[src/rtl/prog_run_ctrl.sv]
// Run sequencer: accepts a host Start, holds the core in reset, pulses its start, counts RUN cycles until halt, then Acks.
// Optional watchdog abort is compiled in with `define PROG_RUN_WATCHDOG_EN.
module prog_run_ctrl #(
  parameter int PW          = 10,
  parameter int NPROG       = 4,
  parameter int PSW         = (NPROG > 1) ? $clog2(NPROG) : 1,
  parameter int PROG_STRIDE = 256,
  parameter int RST_CYCLES  = 2,
  parameter int CW          = 16
`ifdef PROG_RUN_WATCHDOG_EN
  ,
  parameter int MAX_CYCLES  = 50000
`endif
) (
  input  logic          i_clk,
  input  logic          i_reset_n,
  input  logic          i_start,
  input  logic [PSW-1:0] i_prog_sel,
  input  logic          i_core_halt,
  output logic          o_core_reset,
  output logic          o_core_start,
  output logic [PW-1:0] o_start_target,
  output logic          o_ack,
  output logic          o_busy,
  output logic [CW-1:0] o_cycle_ct,
  output logic          o_timed_out
);

  // state  | meaning
  // IDLE   | core held in reset, waiting for Start
  // HOLD   | core reset held for RST_CYCLES cycles
  // LAUNCH | core released, single-cycle start pulse
  // RUN    | counting cycles until halt (or watchdog)
  // DONE   | Ack held, results frozen, Start relaunches
  localparam logic [2:0] S_IDLE   = 3'd0;
  localparam logic [2:0] S_HOLD   = 3'd1;
  localparam logic [2:0] S_LAUNCH = 3'd2;
  localparam logic [2:0] S_RUN    = 3'd3;
  localparam logic [2:0] S_DONE   = 3'd4;

  localparam int             HCW       = (RST_CYCLES > 1) ? $clog2(RST_CYCLES) : 1;
  localparam logic [HCW-1:0] HOLD_LOAD = HCW'(RST_CYCLES - 1);

`ifdef PROG_RUN_WATCHDOG_EN
  localparam logic [CW-1:0] WD_LAST  = CW'(MAX_CYCLES - 1);
  localparam logic [CW-1:0] WD_LIMIT = CW'(MAX_CYCLES);
`endif

  logic [2:0]     r_state;
  logic [HCW-1:0] r_hold_cnt;
  logic           r_core_reset;
  logic           r_core_start;
  logic [PW-1:0]  r_start_target;
  logic           r_ack;
  logic           r_busy;
  logic [CW-1:0]  r_cycle_ct;
  logic [PW-1:0]  w_entry;
  logic           w_accept;

  // Entry PC wraps modulo 2**PW by truncation.
  assign w_entry  = PW'(32'(i_prog_sel) * 32'(PROG_STRIDE));
  assign w_accept = i_start && ((r_state == S_IDLE) || (r_state == S_DONE));

  always_ff @(posedge i_clk) begin
    if (!i_reset_n) begin
      r_state        <= S_IDLE;
      r_hold_cnt     <= '0;
      r_core_reset   <= 1'b1;
      r_core_start   <= 1'b0;
      r_start_target <= '0;
      r_ack          <= 1'b0;
      r_busy         <= 1'b0;
      r_cycle_ct     <= '0;
    end else begin
      r_core_start <= 1'b0;
      case (r_state)
        S_IDLE, S_DONE: begin
          if (w_accept) begin
            r_state        <= S_HOLD;
            r_start_target <= w_entry;
            r_hold_cnt     <= HOLD_LOAD;
            r_ack          <= 1'b0;
            r_busy         <= 1'b1;
            r_core_reset   <= 1'b1;
          end
        end
        S_HOLD: begin
          if (r_hold_cnt == '0) begin
            r_state      <= S_LAUNCH;
            r_core_reset <= 1'b0;
            r_core_start <= 1'b1;
            r_cycle_ct   <= '0;
          end else begin
            r_hold_cnt <= r_hold_cnt - 1'b1;
          end
        end
        S_LAUNCH: begin
          r_state <= S_RUN;
        end
        S_RUN: begin
          if (i_core_halt) begin
            r_state      <= S_DONE;
            r_ack        <= 1'b1;
            r_busy       <= 1'b0;
            r_core_reset <= 1'b1;
`ifdef PROG_RUN_WATCHDOG_EN
          end else if (r_cycle_ct == WD_LAST) begin
            r_state      <= S_DONE;
            r_ack        <= 1'b1;
            r_busy       <= 1'b0;
            r_core_reset <= 1'b1;
            r_cycle_ct   <= WD_LIMIT;
`endif
          end else if (r_cycle_ct != '1) begin
            r_cycle_ct <= r_cycle_ct + 1'b1;
          end
        end
        default: begin
          r_state      <= S_IDLE;
          r_core_reset <= 1'b1;
          r_busy       <= 1'b0;
          r_ack        <= 1'b0;
        end
      endcase
    end
  end

`ifdef PROG_RUN_WATCHDOG_EN
  logic r_timed_out;

  // Set only on the watchdog exit; a halt on that same cycle takes the first branch.
  always_ff @(posedge i_clk) begin
    if (!i_reset_n) begin
      r_timed_out <= 1'b0;
    end else if (w_accept) begin
      r_timed_out <= 1'b0;
    end else if ((r_state == S_RUN) && !i_core_halt && (r_cycle_ct == WD_LAST)) begin
      r_timed_out <= 1'b1;
    end
  end

  assign o_timed_out = r_timed_out;
`else
  assign o_timed_out = 1'b0;
`endif

  assign o_core_reset   = r_core_reset;
  assign o_core_start   = r_core_start;
  assign o_start_target = r_start_target;
  assign o_ack          = r_ack;
  assign o_busy         = r_busy;
  assign o_cycle_ct     = r_cycle_ct;

endmodule
[config.mk]
export PLATFORM = sky130hd
export DESIGN_NAME = prog_run_ctrl
export DESIGN_NICKNAME = d
export VERILOG_FILES = /design/src/rtl/prog_run_ctrl.sv
export SDC_FILE = /design/constraint.sdc
export NUM_CORES = 1
export LEC_CHECK = 0
export BUFFER_PORTS_ARGS = -buffer_cell sky130_fd_sc_hd__buf_4
export CORE_MARGIN = 2
export CORE_UTILIZATION = 55
export CTS_CLUSTER_SIZE = 25
export DETAILED_ROUTE_END_ITERATION = 10
export PLACE_DENSITY_LB_ADDON = 0.08
export REMOVE_ABC_BUFFERS = 1
export SLEW_MARGIN = 10
export SYNTH_ARGS = -nofsm -noshare
export SYNTH_HDL_FRONTEND = slang
export SYNTH_SLANG_ARGS = --single-unit
[constraint.sdc]
create_clock -name i_clk -period 5.8 [get_ports i_clk]
set_clock_uncertainty 0.15 [all_clocks]
set_input_delay 0.29 -clock i_clk [delete_from_list [all_inputs] [get_ports i_clk]]
set_output_delay 0.29 -clock i_clk [all_outputs]
set_load 0.05 [all_outputs]
==> results of run 1 <==
[path summary, 6_finish.rpt]
path | depth (start not counted) | to
max | 6 | o_cycle_ct[13]$_SDFFE_PN0P_
max reg2reg | 6 | o_cycle_ct[13]$_SDFFE_PN0P_
min | 3 | o_start_target[8]$_SDFFE_PN0P_
min reg2reg | 2 | o_start_target[9]$_SDFFE_PN0P_
[stage by stage]
step                      setup WS (ns)  instances
after floorplan                   3.272        162
after global placement            3.385        219
after detailed placement          3.227        219
after CTS                         3.190        222
after global routing              2.866        222
final                             3.158        222
[power by group through the flow]
stage / Clock (mW) / Combinational [mW] / Sequential [mW]
final: 0.0742 / 0.0939 / 0.200
after global routing: 0.0824 / 0.103 / 0.203
after CTS: 0.0772 / 0.0939 / 0.200
after detailed placement: 0 / 0.0935 / 0.204
after global placement: 0 / 0.0917 / 0.204
after floorplan: 0 / 0.0508 / 0.222
[state kept, by name, summed over array words and instances, names as in the netlist]
name / flops
o_busy: 1
o_cycle_ct: 16
o_core_start: 1
r_hold_cnt: 1
o_ack: 1
r_state: 3
o_core_reset: 1
o_start_target: 2
[metal layers]
| metal | track usage, % | part of all wire (%) |
|---|---|---|
| met3 | 2.500 | 5.0 |
| met1 | 27.47 | 46 |
| met5 | 0 | 0 |
| met4 | 10.00 | 0.99 |
| met2 | 36.99 | 48 |
[area by class of cell]
class | instances | area, sq um
Timing Repair Buffer | 27 | 202.7
Inverter | 4 | 15.01
Clock buffer | 3 | 22.52
Multi-Input combinational cell | 132 | 777.0
Tap cell | 30 | 37.54
Fill cell | 220 | 857.1
Sequential cell | 26 | 520.5
[synthesized netlist by cell type (2+ instances only)]
| library cell | number | share of area [%] |
|---|---|---|
| nand2b_1 | 2 | 0.91 |
| o22ai_1 | 2 | 0.91 |
| inv_1 | 4 | 1.1 |
| nand2_1 | 13 | 3.5 |
| nand3_1 | 8 | 2.9 |
| o21a_1 | 2 | 1.1 |
| xnor2_1 | 3 | 1.9 |
| nor2b_1 | 4 | 1.8 |
| and4_1 | 4 | 2.5 |
| a21oi_1 | 13 | 4.7 |
| and2_1 | 3 | 1.4 |
| nand4_1 | 4 | 1.8 |
| a31oi_1 | 2 | 0.91 |
| buf_2 | 2 | 0.73 |
| nor2_1 | 12 | 3.3 |
| a21boi_1 | 4 | 2.2 |
| o21ai_1 | 2 | 0.73 |
| or3_1 | 5 | 2.3 |
| and3_1 | 2 | 0.91 |
| buf_4 | 9 | 4.9 |
| or3b_2 | 2 | 1.3 |
| nor3_1 | 4 | 1.5 |
| dfxtp_1 | 26 | 38 |
| clkbuf_1 | 4 | 1.1 |
| a21boi_0 | 3 | 1.6 |
| o21ai_0 | 12 | 4.4 |
[cell families (layout without fill, tap and decap cells)]
family,after synthesis,count (layout),share of synthesized area (%)
fa+ha+maj,1,1,0.9098
simple gates,70,70,28.48
flops,26,26,37.85
other cells,1,9,0.2727
xor+xnor,4,4,2.548
compound gates,48,48,22.11
buf+inv,19,34,7.824
[worst reg2reg max path: stages, from the launching register on]
cell and delay (ns):
dfxtp_1 0.43, ha_1 0.22, and3_1 0.25, nand4_1 0.24, o21ai_1 0.75, o21ai_1 0.35
a21oi_1 0.20
==> results.sh, run 1 <==
export IMPL_post_route_period_util_pct=45.56
export IMPL_cts_made_buffers=3
export IMPL_synthCells=169
export IMPL_final_common_cell="buf_4"
export IMPL_cts_tree="done"
export IMPL_setup_violations=0
export IMPL_critPathCaptureType="flip-flop"
export IMPL_comb_power_share_pct=25.5
export IMPL_drtAntennaViolNets=0
export IMPL_dp_hpwl_mm=2.129
export IMPL_cts_max_path_buffers=2
export IMPL_min_period_ns=2.642
export IMPL_finalPower_uw=368.5
export IMPL_vdd_drop_max_v=0.0001528
export IMPL_synth_avg_cell_area_sq_um=8.137
export IMPL_fin_area_sq_um=1575
export IMPL_worstHoldStart="i_prog_sel[0]"
export IMPL_netlist_cell_type_count=44
export IMPL_io_buffers=27
export IMPL_die_y_um=54
export IMPL_critical_path_class="flip-flop to flip-flop"
export IMPL_p_clk_share_pct=20.1
export IMPL_cts_htree_levels=1
export IMPL_ys_seq_area_share_pct=37.85
export IMPL_antenna_found_initial=0
export IMPL_cts_sinks=26
export IMPL_rrSetupSlack_ns=3.16
export IMPL_slowest_delay_ns=0.75
export IMPL_grt_pass1_wl_mm=4.726
export IMPL_postRouteWirelength_mm=2.923
export IMPL_layout_drive_gt1_share_pct=17.71
export IMPL_synth_edff_count=0
export IMPL_gr_usage_all_layers_pct=21.78
export IMPL_critical_path_buf_inv_count=0
export IMPL_ys_flop_type="dfxtp_1"
export IMPL_cts_hold_buf=0
export IMPL_io_pins=37
export IMPL_start_kind="flip-flop"
export IMPL_dieArea_sq_um=2916
export IMPL_ctsResizeCount=0
export IMPL_cts_reportedPaths_clkPinSlew_ns=0.13
export IMPL_insertion_delay_ns=0.31
export IMPL_drv_slew=0
export IMPL_slowest_stage="o21ai_1"
export IMPL_rsz0062_at_grt="false"
export IMPL_crit_top_cell="o21ai_1"
export IMPL_dr_pass1_iters=4
export IMPL_power_leakage_nw=0.5991
export IMPL_powerDensity_nw_per_um2=233.9
export IMPL_vias=1283
export IMPL_placedInstanceArea_sq_um=1553
export IMPL_start_util_pct=56.53
export IMPL_vias_per_cell=5.779
export IMPL_whs_ns=0.08518
export IMPL_p_seq_share_pct=54.4
export IMPL_die_w_um=54
export IMPL_num_rows=18
export IMPL_root_buffer="clkbuf_4"
export IMPL_yosysWarnings=0
export IMPL_most_common_layout_cells="buf_4, dfxtp_1, a21oi_1, nand2_1"
export IMPL_grt_overflow_total=0
export IMPL_max_slew_margin_pct=42.50
export IMPL_synthArstFlopShare_pct=0
export IMPL_synth_area_sq_um=1375
export IMPL_internal_power_uw=239.7
export IMPL_hold_viol=0
export IMPL_worst_slew_pin_slew_ns=0.8568
export IMPL_grt_max_degree=24
export IMPL_nNetsFinal=201
export IMPL_power_switching_share_pct=34.96
export IMPL_area_growth_pct=14.56
export IMPL_post_drt_wl_per_cell_um=13.17
export IMPL_status="finished clean"
export IMPL_drt_iter0_markers=17
export IMPL_antenna_cells=0
export IMPL_required_ns=5.90
export IMPL_crit_start="o_cycle_ct[0]$_SDFFE_PN0P_"
export IMPL_path_delay_family="compound AO/OA/AOI/OAI gates"
export IMPL_cts_setup_buffers=0
export IMPL_finish_utilization_pct=64.76
export IMPL_critPathMaxFanout=13
export IMPL_p_switching_uw=128.8
export IMPL_worstPathArrival_ns=2.74
export IMPL_max_cap_violations=0
export IMPL_ys_seq_elements=26
export IMPL_fmax_ghz=0.3785
export IMPL_hold_path_class="primary input to flip-flop"
export IMPL_grt_pass1_vias=1131
export IMPL_core_area_sq_um=2432
export IMPL_r2r_start="o_cycle_ct[0]$_SDFFE_PN0P_"
export IMPL_drc=0
export IMPL_finalWeightedCongestion=0.7952
export IMPL_path_cells="ha_1 > and3_1 > nand4_1 > o21ai_1 > o21ai_1 > a21oi_1"
export IMPL_tns_ns=0
(Power assumes the default switching activity.)
==> inputs of run 2 (changes only) <==
Settings changed: CORE_UTILIZATION 55 to 46.
Clock period 5.8 ns to 2.15 ns, I/O delays scaled along.
==> run 2 against run 1 <==
The run now ends with DRC left. Global-route usage decreased by 0.81 points. Clock power increased to 3.4 times the previous value. Combinational power rose to 3.4 times the previous value. Sequential share of layout area decreased by 3.7 points. Sequential power grew to 2.6 times the previous value. Final cell count increased by 9.9%. Hold slack worse by 0.059 ns. Wire length rose by 13%. Flip-flop and latch count stayed put. Critical path type unchanged. Largest power group unchanged. Fmax up 29%. Setup slack worse by 3.1 ns. Core utilization shrank 1.4 points.
==> results.sh, run 2 (synthesized netlist as in run 1, its figures left out) <==
export IMPL_status="finished, violations left"
export IMPL_violations="DRC"
export IMPL_finalPower_mw=1.092
export IMPL_dieArea_sq_um=3443
export IMPL_area_growth_pct=29.21
export IMPL_slowest_stage="a2111o_1"
export IMPL_final_common_cell="buf_4"
export IMPL_rrSetupSlack_ns=0.10
export IMPL_fillers=242
export IMPL_cp_depth=6
export IMPL_max_cap_violations=0
export IMPL_vias_per_cell=5.652
export IMPL_required_ns=2.28
export IMPL_p_seq_share_pct=48.2
export IMPL_p_clk_share_pct=22.9
export IMPL_vdd_drop_max_v=0.0002886
export IMPL_gr_usage_all_layers_pct=20.97
export IMPL_internal_power_uw=722.2
export IMPL_path_cells="ha_2 > and3_4 > and2_4 > a2111o_1 > or3_1 > a21oi_2"
export IMPL_rsz0062_at_grt="false"
export IMPL_p_switching_uw=370.0
export IMPL_layout_drive_gt1_share_pct=25.82
export IMPL_cts_made_buffers=3
export IMPL_hold_path_class="primary input to flip-flop"
export IMPL_cts_setup_buffers=0
export IMPL_cts_sinks=26
export IMPL_antenna_cells=0
export IMPL_slowest_delay_ns=0.47
export IMPL_root_buffer="clkbuf_4"
export IMPL_start_kind="flip-flop"
export IMPL_cts_max_path_buffers=2
export IMPL_hold_depth=3
export IMPL_power_switching_share_pct=33.87
export IMPL_post_drt_wl_per_cell_um=13.53
export IMPL_min_period_ns=2.045
export IMPL_nNetsFinal=221
export IMPL_critPathCaptureType="flip-flop"
export IMPL_grt_pass1_vias=1269
export IMPL_most_common_layout_cells="buf_4, dfxtp_1, nand2_1"
export IMPL_vias=1379
export IMPL_grt_overflow_total=0
export IMPL_worstPathArrival_ns=2.17
export IMPL_powerDensity_nw_per_um2=614.7
export IMPL_start_util_pct=49.02
export IMPL_dp_hpwl_mm=2.384
export IMPL_comb_power_share_pct=28.9
export IMPL_r2r_start="o_cycle_ct[0]$_SDFFE_PN0P_"
export IMPL_critical_path_buf_inv_count=0
export IMPL_setup_violations=0
export IMPL_hold_end="o_busy$_SDFFE_PN0P_"
export IMPL_critPathMaxFanout=6
export IMPL_largest_register_ffs=16
export IMPL_drv_slew=0
export IMPL_reg2regPathDepth=6
export IMPL_path_delay_family="simple AND/OR/NAND/NOR gates"
export IMPL_tns_ns=0
export IMPL_antenna_found_initial=0
export IMPL_critical_path_class="flip-flop to flip-flop"
export IMPL_insertion_delay_ns=0.32
export IMPL_cts_reportedPaths_clkPinSlew_ns=0.14
export IMPL_io_buffers=27
export IMPL_die_y_um=58.68
export IMPL_cts_tree="done"
export IMPL_io_pins=37
export IMPL_grt_pass1_wl_mm=5.630
export IMPL_power_leakage_nw=0.6942
export IMPL_fmax_ghz=0.4889
export IMPL_finish_utilization_pct=63.34
export IMPL_drc=5
export IMPL_finalWeightedCongestion=0.8325
export IMPL_num_rows=19
export IMPL_postRouteWirelength_mm=3.301
export IMPL_drtAntennaViolNets=0
export IMPL_drt_iter0_markers=77
export IMPL_die_w_um=58.68
export IMPL_grt_max_degree=24
export IMPL_worstHoldStart="i_start"
export IMPL_post_route_period_util_pct=95.14
export IMPL_hold_viol=0
export IMPL_cts_htree_levels=1
export IMPL_core_area_sq_um=2805
export IMPL_reg2reg_to="o_cycle_ct[15]$_SDFFE_PN0P_"
export IMPL_dr_pass1_iters=7
==> run 2: worst max-delay path by stage <==
stage | slack, ns | startpoint | endpoint
global route | 0.006 | r_state[1]$_SDFFE_PN0P_ | o_cycle_ct[15]$_SDFFE_PN0P_
floorplan | -0.38 | o_cycle_ct[0]$_SDFFE_PN0P_ | o_cycle_ct[11]$_SDFFE_PN0P_
detailed placement | 0.09 | o_cycle_ct[0]$_SDFFE_PN0P_ | o_cycle_ct[11]$_SDFFE_PN0P_
CTS | 0.06 | o_cycle_ct[0]$_SDFFE_PN0P_ | o_cycle_ct[11]$_SDFFE_PN0P_
finish | 0.10 | o_cycle_ct[0]$_SDFFE_PN0P_ | o_cycle_ct[15]$_SDFFE_PN0P_
global placement | 0.16 | o_cycle_ct[0]$_SDFFE_PN0P_ | o_cycle_ct[13]$_SDFFE_PN0P_
==> run 2: layout make-up <==
cell class,instances,area [sq um],share of cell area [%]
multi-input combinational,132,797.0,44.86
timing repair buffer,47,367.9,20.70
sequential,26,521.8,29.37
inverter,4,15.01,0.8451
tap,31,38.79,2.183
clock buffer,4,36.28,2.042
==> run 2: timing repair <==
item / 4_1_cts / 5_1_grt
resized for setup: 0 / 7
hold buffers: 6 / 0
endpoints found under the hold margin: 14 / 0
endpoints found under the setup margin: 0 / 12
==> run 2: routing by layer <==
layer | wire length (um) | share of wire, % | GRT usage [%] | vias up
met4 | 40 | 1.2 | 8.117 | 0
li1 | - | - | - | 687
met1 | 1481 | 45 | 27.12 | 643
met5 | 0 | 0 | 0 | -
met3 | 176 | 5.3 | 2.637 | 5
met2 | 1603 | 49 | 35.63 | 44
==> run 2: stage by stage <==
step                      area [sq um]  worst slack, ns  cells  hold slack [ns]
after floorplan                   1313          -0.3778    162          0.07506
final                             1777           0.1046    244          0.02616
after CTS                         1755          0.05591    244         0.007994
after global routing              1777         0.005788    244          0.02364
after detailed placement          1659          0.08968    234           0.2454
after global placement            1659           0.1608    234           0.2318
==> run 2: worst min-delay path, delay by kind of cell <==
| family | cells | cell delay, ns |
|---|---|---|
| AOI/OAI and AO/OA | 1 | 0.10 |
| buffers and inverters | 1 | 0.14 |
| and+or+nand+nor | 1 | 0.12 |
==> run 2: power by group through the flow <==
stage	clock (mW)	sequential (mW)	combinational (mW)
2_1_floorplan	0	0.598	0.137
3_3_place_gp	0	0.535	0.300
3_5_place_dp	0	0.535	0.303
4_1_cts	0.258	0.525	0.313
5_1_grt	0.276	0.530	0.344
6_report	0.251	0.526	0.316
